`config.mk`:
```
export PLATFORM = sky130hd
export DESIGN_NAME = imem_loader_flat
export DESIGN_NICKNAME = d
export VERILOG_FILES = /design/src/rtl/imem_loader_if.sv /design/src/rtl/imem_loader.sv /design/src/flat_wrapper.sv
export SDC_FILE = /design/constraint.sdc
export NUM_CORES = 1
export LEC_CHECK = 0
export CORE_MARGIN = 8
export CORE_UTILIZATION = 35
export CTS_CLUSTER_SIZE = 20
export DETAILED_ROUTE_END_ITERATION = 6
export PLACE_DENSITY = 0.66
export RECOVER_POWER = 100
export SETUP_SLACK_MARGIN = 0.05
export SLEW_MARGIN = 20
export SYNTH_ARGS = -nofsm -noshare
export SYNTH_HDL_FRONTEND = slang
export SYNTH_SLANG_ARGS = --single-unit
```
`constraint.sdc`:
```
create_clock -name clk -period 2.5 [get_ports clk]
set_input_delay 0.25 -clock clk [delete_from_list [all_inputs] [get_ports clk]]
set_output_delay 0.25 -clock clk [all_outputs]
set_load 0.02 [all_outputs]
```
`src/rtl/imem_loader_if.sv`:
```
// Byte-stream input and instruction-memory write port of the boot loader.
// The master side feeds bytes and observes writes; the slave side is the loader.
interface imem_loader_if;
  logic [7:0]  byte_in;
  logic        byte_valid;
  logic        byte_ready;
  logic        wr_en;
  logic [31:0] wr_addr;
  logic [31:0] wr_data;

  modport master (output byte_in, byte_valid, input byte_ready, wr_en, wr_addr, wr_data);
  modport slave  (input byte_in, byte_valid, output byte_ready, wr_en, wr_addr, wr_data);
endinterface

```
`src/rtl/imem_loader.sv`:
```
// Boot loader: length-prefixed byte stream -> little-endian 32-bit imem writes.
// Keeps the core in reset until the whole image has been written.
module imem_loader #(
  parameter int          ADDR_W    = 10,
  parameter logic [31:0] BASE_ADDR = 32'h0
) (
  input  logic         clk,
  input  logic         rst_n,
  input  logic         start,
  imem_loader_if.slave bus,
  output logic         busy,
  output logic         done,
  output logic         error,
  output logic         core_rst_n,
  output logic [7:0]   checksum
);
  localparam logic [31:0] CAP = 32'((64'd1 << ADDR_W) / 64'd4);

  localparam logic [2:0] S_IDLE   = 3'd0;
  localparam logic [2:0] S_LEN_LO = 3'd1;
  localparam logic [2:0] S_LEN_HI = 3'd2;
  localparam logic [2:0] S_CHECK  = 3'd3;
  localparam logic [2:0] S_DATA   = 3'd4;
  localparam logic [2:0] S_WRITE  = 3'd5;
  localparam logic [2:0] S_DONE   = 3'd6;
  localparam logic [2:0] S_ERR    = 3'd7;

  logic [2:0]      state, nxt;
  logic [15:0]     len, word_idx;
  logic [1:0]      byte_idx;
  logic [3:0][7:0] wbuf;
  logic            acc, can_start;

  assign bus.byte_ready = (state == S_LEN_LO) || (state == S_LEN_HI) || (state == S_DATA);
  assign busy           = bus.byte_ready || (state == S_CHECK) || (state == S_WRITE);
  assign acc            = bus.byte_valid && bus.byte_ready;
  assign can_start      = start && ((state == S_IDLE) || (state == S_DONE) || (state == S_ERR));

  always_comb begin
    nxt = state;
    case (state)
      S_IDLE, S_DONE, S_ERR: if (can_start) nxt = S_LEN_LO;
      S_LEN_LO: if (acc) nxt = S_LEN_HI;
      S_LEN_HI: if (acc) nxt = S_CHECK;
      S_CHECK: begin
        if (len == 16'd0)              nxt = S_DONE;
        else if ({16'd0, len} > CAP)   nxt = S_ERR;
        else                           nxt = S_DATA;
      end
      S_DATA:  if (acc && byte_idx == 2'd3) nxt = S_WRITE;
      S_WRITE: nxt = (word_idx == len - 16'd1) ? S_DONE : S_DATA;
      default: nxt = S_IDLE;
    endcase
  end

  always_ff @(posedge clk) begin
    if (!rst_n) begin
      state       <= S_IDLE;
      len         <= '0;
      word_idx    <= '0;
      byte_idx    <= '0;
      wbuf        <= '0;
      checksum    <= '0;
      bus.wr_en   <= 1'b0;
      bus.wr_addr <= '0;
      bus.wr_data <= '0;
      done        <= 1'b0;
      error       <= 1'b0;
      core_rst_n  <= 1'b0;
    end else begin
      state <= nxt;
      // status outputs are registered from the next state so they line up with it
      bus.wr_en  <= (nxt == S_WRITE);
      done       <= (nxt == S_DONE);
      error      <= (nxt == S_ERR);
      core_rst_n <= (nxt == S_DONE);
      if (can_start) begin
        len      <= '0;
        word_idx <= '0;
        byte_idx <= '0;
        checksum <= '0;
      end
      if (acc) begin
        case (state)
          S_LEN_LO: len[7:0]  <= bus.byte_in;
          S_LEN_HI: len[15:8] <= bus.byte_in;
          S_DATA: begin
            wbuf[byte_idx] <= bus.byte_in;
            byte_idx       <= byte_idx + 2'd1;
            checksum       <= checksum + bus.byte_in;
            // last lane arrives now: latch the write while entering WRITE
            if (byte_idx == 2'd3) begin
              bus.wr_addr <= BASE_ADDR + {14'd0, word_idx, 2'b00};
              bus.wr_data <= {bus.byte_in, wbuf[2], wbuf[1], wbuf[0]};
            end
          end
          default: ;
        endcase
      end
      if (state == S_WRITE) word_idx <= word_idx + 16'd1;
    end
  end
endmodule

```
`src/flat_wrapper.sv`:
```
// flat-port wrapper written by rule: the top's interface ports become plain ports
module imem_loader_flat 
#(
  parameter int          ADDR_W    = 10,
  parameter logic [31:0] BASE_ADDR = 32'h0
)
  (clk, rst_n, start, busy, done, error, core_rst_n, checksum, bus_byte_in, bus_byte_valid, bus_byte_ready, bus_wr_en, bus_wr_addr, bus_wr_data);
  imem_loader_if bus_i ();
  input  logic clk;
  input  logic rst_n;
  input  logic start;
  output logic busy;
  output logic done;
  output logic error;
  output logic core_rst_n;
  output logic [7:0] checksum;
  input wire logic [$bits(bus_i.byte_in)-1:0] bus_byte_in;
  input wire logic [$bits(bus_i.byte_valid)-1:0] bus_byte_valid;
  output wire logic [$bits(bus_i.byte_ready)-1:0] bus_byte_ready;
  output wire logic [$bits(bus_i.wr_en)-1:0] bus_wr_en;
  output wire logic [$bits(bus_i.wr_addr)-1:0] bus_wr_addr;
  output wire logic [$bits(bus_i.wr_data)-1:0] bus_wr_data;
  assign bus_i.byte_in = bus_byte_in;
  assign bus_i.byte_valid = bus_byte_valid;
  assign bus_byte_ready = bus_i.byte_ready;
  assign bus_wr_en = bus_i.wr_en;
  assign bus_wr_addr = bus_i.wr_addr;
  assign bus_wr_data = bus_i.wr_data;
  imem_loader #(.ADDR_W(ADDR_W), .BASE_ADDR(BASE_ADDR)) u_core (.clk(clk), .rst_n(rst_n), .start(start), .bus(bus_i), .busy(busy), .done(done), .error(error), .core_rst_n(core_rst_n), .checksum(checksum));
endmodule
```
**Yosys cells after proc, flatten, opt, wreduce, memory -nomap -nowiden**

Index checks and enable logic that the tools add are counted.

- Register bits: 128
- Word-level logic and storage cells: 72
- Bits in writable memories: 0
- Bits of input ports: 12
- Memories kept: 0
- ROM bits: 0
- Bits in latches: 0

- Muxes and demuxes: 23
- Bitwise operators: 0
- Reductions and logical operators: 16
- $mul: 0
- Add/sub/neg operators: 4
- Div/mod/pow operators: 0
- Shift-type cells: 0
- Eq/ne operators: 12
- $lt $le $gt $ge: 3

Operators by type and width:

| operator | count |
|---|---|
| $mux W16 | 4 |
| $mux W8 | 6 |
| $bwmux W32 | 1 |
| $eq A3 B3 Y1 const B | 7 |
| $pmux W3 S6 | 1 |
| $add A16 B1 Y16 const B | 1 |
| $demux W8 S2 | 1 |
| $eq A16 B16 Y1 | 1 |
| $gt A16 B9 Y1 const B | 1 |
| $logic_not A16 Y1 | 1 |
| $sub A16 B1 Y16 const B | 1 |
| $mux W3 | 5 |
| $mux W2 | 5 |
| $add A8 B8 Y8 | 1 |
| $eq A3 B2 Y1 const B | 2 |
| $logic_or A1 B1 Y1 | 6 |
| $logic_and A1 B1 Y1 | 4 |
| $eq A3 B1 Y1 const B | 1 |
| $logic_not A3 Y1 | 1 |
| $lt A2 B3 Y1 const B | 1 |
| $reduce_and A3 Y1 | 1 |
| $reduce_or A3 Y1 | 1 |
| $add A2 B1 Y2 const B | 1 |
| $eq A2 B2 Y1 const B | 1 |
| other kinds (3) | 3 |

**Logic depth before layout (Yosys ltp)**

- Word-level depth: 8
- Gate-level depth with buffers: 9
- Depth with buffers taken out: 9

**Least setup slack after synthesis**

No wires, ideal clock.

- Kind: register -> register
- Start point: register u_core.len[0]
- End point: register u_core.done
- Required time: 2.421 ns
- Setup slack: 0.303 ns
- Setup time: 0.079 ns
- Cell stages (with the launch flop): 9
- Buffers on the path: 0
- Arrival: 2.118 ns
- Period minus slack after synthesis: 2.197 ns
- Cells stage by stage: dfxtp_1 -> inv_1 -> ha_1 -> or4b_4 -> nor3_4 -> nand4_1 -> a2111oi_2 -> o2111ai_1 -> a211oi_2

- Cells in the longest elaborated chain, start to end: 5

RTL lines:

| what | RTL line | source |
|---|---|---|
| from (decl) | imem_loader.sv:29 | `logic [15:0] len, word_idx;` |
| from (signal assigned) | imem_loader.sv:85 | `S_LEN_LO: len[7:0] <= bus.byte_in;` |
| $sub A16 B1 Y16 or $gt A16 B9 Y1 (tied branches) | imem_loader.sv:51, imem_loader.sv:47 |  |
| $eq A16 B16 Y1 or $mux W2 (tied branches) | imem_loader.sv:51, imem_loader.sv:47 |  |
| $mux W2 or $mux W3 (tied branches) | imem_loader.sv:51, imem_loader.sv:46 |  |
| $pmux W3 S6 (*) | imem_loader.sv:41 | `case (state)` |
| $eq A3 B3 Y1 (*) | imem_loader.sv:74 | `done <= (nxt == S_DONE);` |
| to (signal assigned) | imem_loader.sv:74 |  |
| to (decl) | imem_loader.sv:12 | `output logic done,` |

Mark *: on every way between the ends. The rest lies on a longest branch, timed or not.
A chain may end at the register's enable or synchronous reset.

**Final worst setup path**

- Start point: register u_core.state[0]
- End point: output bus_byte_ready

- Cells in the longest elaborated chain, start to end: 3

RTL lines:

| what | RTL line | source |
|---|---|---|
| from (decl) | imem_loader.sv:28 | `logic [2:0] state, nxt;` |
| from (signal assigned) | imem_loader.sv:71 | `state <= nxt;` |
| $eq A3 B1 Y1 or $eq A3 B2 Y1 (tied branches) | imem_loader.sv:34 | `assign bus.byte_ready = (state == S_LEN_LO) \|\| (state == S_LEN_HI) \|\| (state == S_DATA);` |
| $logic_or A1 B1 Y1 | imem_loader.sv:34 |  |
| $logic_or A1 B1 Y1 (*) | imem_loader.sv:34 |  |
| to (decl) | flat_wrapper.sv:19 | `output wire logic [$bits(bus_i.byte_ready)-1:0] bus_byte_ready;` |

Marked as above.

==> summary.md <==
| Metric | Value |
|---|---|
| Outcome | finished, final reports clean |
| H-tree levels | 4 |
| Synth Instances | 732 |
| Clock buffer depth | 2 |
| Drt initial violations | 290 |
| Pwr Total | 5.886 mW |
| RSZ-0062 raised after global routing | no |
| Wire length per cell | 15.07 µm |
| Detailed Place HPWL | 10.83 mm |
| Origin of the critical flop-to-flop path | u_core.len[0]$_SDFF_PN0_ |
| Synth warn | 0 |
| Mean Syn Cell Area | 7.740 µm² |
| I/O pins | 90 |
| First-pass GRT wire length | 24.90 mm |
| Die Wd | 143.2 µm |
| F_max | 0.4282 GHz |
| R2r worst-path depth | 8 |
| Worst R2R Setup Slack | 0.20 ns |
| Starting density of the core | 35.79% |
| FP Rows | 46 |
| Buffers added on ports | 73 |
| Vias/cell | 5.044 |
| Post-synth top cells | nand2_1 (175), dfxtp_1 (120), a21oi_1 (108) |
| Syn-to-layout area delta | 29.44% |
| Post-synth EDFFs | 0 |
| Worst Min Path Start | u_core.bus.wr_data[16]$_SDFFE_PN0P_ |
| Initial antenna violation count | 0 |
| Core Area | 0.01583 mm² |
| GR Overflow Total | 0 |
| Library cells used by synthesis | 63 |
| Worst Path Required | 2.25 ns |
| Capturing point of the worst reg2reg path | u_core.done$_SDFF_PN0_ |
| Total CTS buffers | 17 |
| DR vias | 5210 |
| Post_cts resized | 0 |
| Die footprint | 0.02051 mm² |
| Max Fanout on Critical Path | 11 |
| Max-capacitance violation count | 0 |
| Clk slew on worst S/H paths | 0.06 ns |
| Worst min-delay path category | reg2reg |
| CP delay by family, top | buffers and inverters |
| Crit-path max cell delay | 0.67 ns |
| Startpoint Class | flip-flop |
| Area leader, netlist | dfxtp_1 |
| Post-CTS Setup Bufs | 0 |
| Final #Nets | 830 |
| Tot GR Track Use | 15.33% |
| Shortest period the worst path allows | 2.335 ns |
| Setup violations, final | 0 |
| Clock latency on the worst-skew pair | 0.42 ns |
| Maximum VDD drop | 0.0006429 V |
| Synth Flop Type | dfxtp_1 |
| Leakage power | 2.761 nW |
| Final setup skew | 0.006253 ns |
| WHS Path Cells | 2 |
| Rel. slew slack | 34.07% |
| TritonCTS clock tree | done |
| Post-DRT Antenna Nets | 0 |
| Clock root buffer | clkbuf_16 |
| Vias in the first global route | 4892 |
| Top cells by area, synth | dfxtp_1 (42%), nand2_1 (12%), a21oi_1 (9.5%) |
| Register Area | 0.002402 mm² |
| CTS Hold Bufs | 0 |
| Crit path DAT | 2.09 ns |
| CP Cell Sequence | nor2b_1 -> o31a_1 -> dlygate4sd3_1 |
| # DRC | 0 |
| Most frequent cell after synthesis | nand2_1 |
| RD Place Congestion | 0.8781 |
| Syn Std Cell Area | 0.005665 mm² |
| Fillers | 1593 |
| Fraction of layout cells with a size suffix above 1 | 9.670% |
| Buf/Inv on CP | 1 |
| Sequential element share of the synthesized area | 42.40% |
| Seq cells post-synth | 120 |
| Pwr/cell area | 802.6 mW/mm² |
| Clock sink total | 120 |
| Tightest Pin Transition | 0.9786 ns |
| Setup TNS Final | 0 ns |
| TritonRoute pass-1 iters | 5 |
| Setup Crit Path Kind | reg2out |
| N_diodes | 0 |
| Count of pins over their slew limit | 0 |
| Slowest cell on crit path | dlygate4sd3_1 |
| Area share of the largest cell type after synthesis | 42.40% |
| Die Y | 143.2 µm |
| Multi-input gate area | 0.002923 mm² |
| Pin count of the biggest net entering global routing | 64 |
| Async SR Flop Fraction | 0% |
| Worst hold endpoint | u_core.bus.wr_data[16]$_SDFFE_PN0P_ |
| Worst setup EP type | output pin |
| Fin crit share | 93.41% |
| DRT Wirelength | 15.56 mm |
| Hold Fails Final Rpt | 0 |
-- worst reg2reg max path: stages, from the launching register on --
cell,delay (ns)
dfxtp_1,0.35
inv_1,0.07
ha_1,0.15
or4b_4,0.51
nor3_4,0.21
nand4_1,0.14
a2111oi_2,0.34
o2111ai_1,0.23
a211oi_2,0.24
-- how the worst max path moves through the flow --
stage / startpoint / end / slack [ns] / cells past startpoint
after detailed placement: bus_byte_in[0] / u_core.checksum[6]$_SDFF_PN0_ / 0.13 / 10
after global placement: bus_byte_in[0] / u_core.checksum[6]$_SDFF_PN0_ / 0.15 / 10
final: u_core.state[0]$_SDFF_PN0_ / bus_byte_ready / 0.16 / 3
after CTS: u_core.len[0]$_SDFF_PN0_ / u_core.done$_SDFF_PN0_ / 0.19 / 8
after global routing: u_core.state[2]$_SDFF_PN0_ / u_core.checksum[7]$_SDFF_PN0_ / 0.05 / 6
after floorplan: u_core.len[0]$_SDFF_PN0_ / u_core.done$_SDFF_PN0_ / 0.30 / 8
-- state kept, by name (all words and copies together) (netlist names), 2 cells and up --
| register | count |
|---|---|
| u_core.bus.wr_addr | 16 |
| u_core.bus.wr_data | 32 |
| u_core.byte_idx | 2 |
| u_core.checksum | 8 |
| u_core.len | 16 |
| u_core.state | 3 |
| u_core.wbuf | 24 |
| u_core.word_idx | 16 |
-- layer usage --
layer	vias up	global-route usage, %	part of all wire (%)
li1	2624	-	-
met1	2424	18.37	45
met2	142	25.56	48
met3	20	4.474	5.6
met4	0	5.423	1.5
met5	-	0	0
-- layout make-up --
| class | instances | area share (%) |
|---|---|---|
| inverters | 15 | 0.7848 |
| repair buffers | 106 | 13.79 |
| flip-flops and latches | 120 | 32.76 |
| well taps | 216 | 3.685 |
| clock buffers | 19 | 6.176 |
| multi-input cells | 544 | 39.86 |
| clock inverters | 13 | 2.952 |
-- cell usage in the layout (no fill, tap or decap), types with 10 or more instances in the layout --
cell type and n:
ha_1 13, xor2_1 12, nand3_1 59, dlygate4sd3_1 62, buf_4 27, nor2_1 32
o21ai_0 11, nand4_1 10, a21oi_1 108, xnor2_1 14, conb_1 16, clkbuf_16 17
clkdlybuf4s50_1 11, nor3_1 10, nand2_1 175, inv_1 13, dfxtp_1 120
-- stage by stage --
stage	setup slack (ns)	hold slack [ns]	area, µm²	cells	utilization [%]
floorplan	0.3029	0.3654	5722	747	-
CTS	0.1857	0.4546	7353	1033	46.46
global route	0.04810	0.4681	7333	1033	46.33
finish	0.1647	0.4479	7333	1033	46.33
detailed placement	0.1292	0.4465	6684	1001	42.23
global placement	0.1495	0.4415	6684	1001	42.23
-- power by group --
group	internal (mW)	total, mW	switching [mW]
sequential	1.97	2.04	0.0712
combinational	0.422	1.07	0.649
clock	1.83	2.77	0.941
-- logic make-up after synthesis --
logic type / share of synthesized area (%)
AO/OA/AOI/OAI: 16.25
XOR/XNOR: 4.019
buffers and inverters: 6.913
multiplexers: 1.170
adder cells (fa/ha/maj): 3.224
flip-flops: 42.40
other: 0.06619
AND/OR/NAND/NOR: 25.95
(Power assumes the default switching activity.)
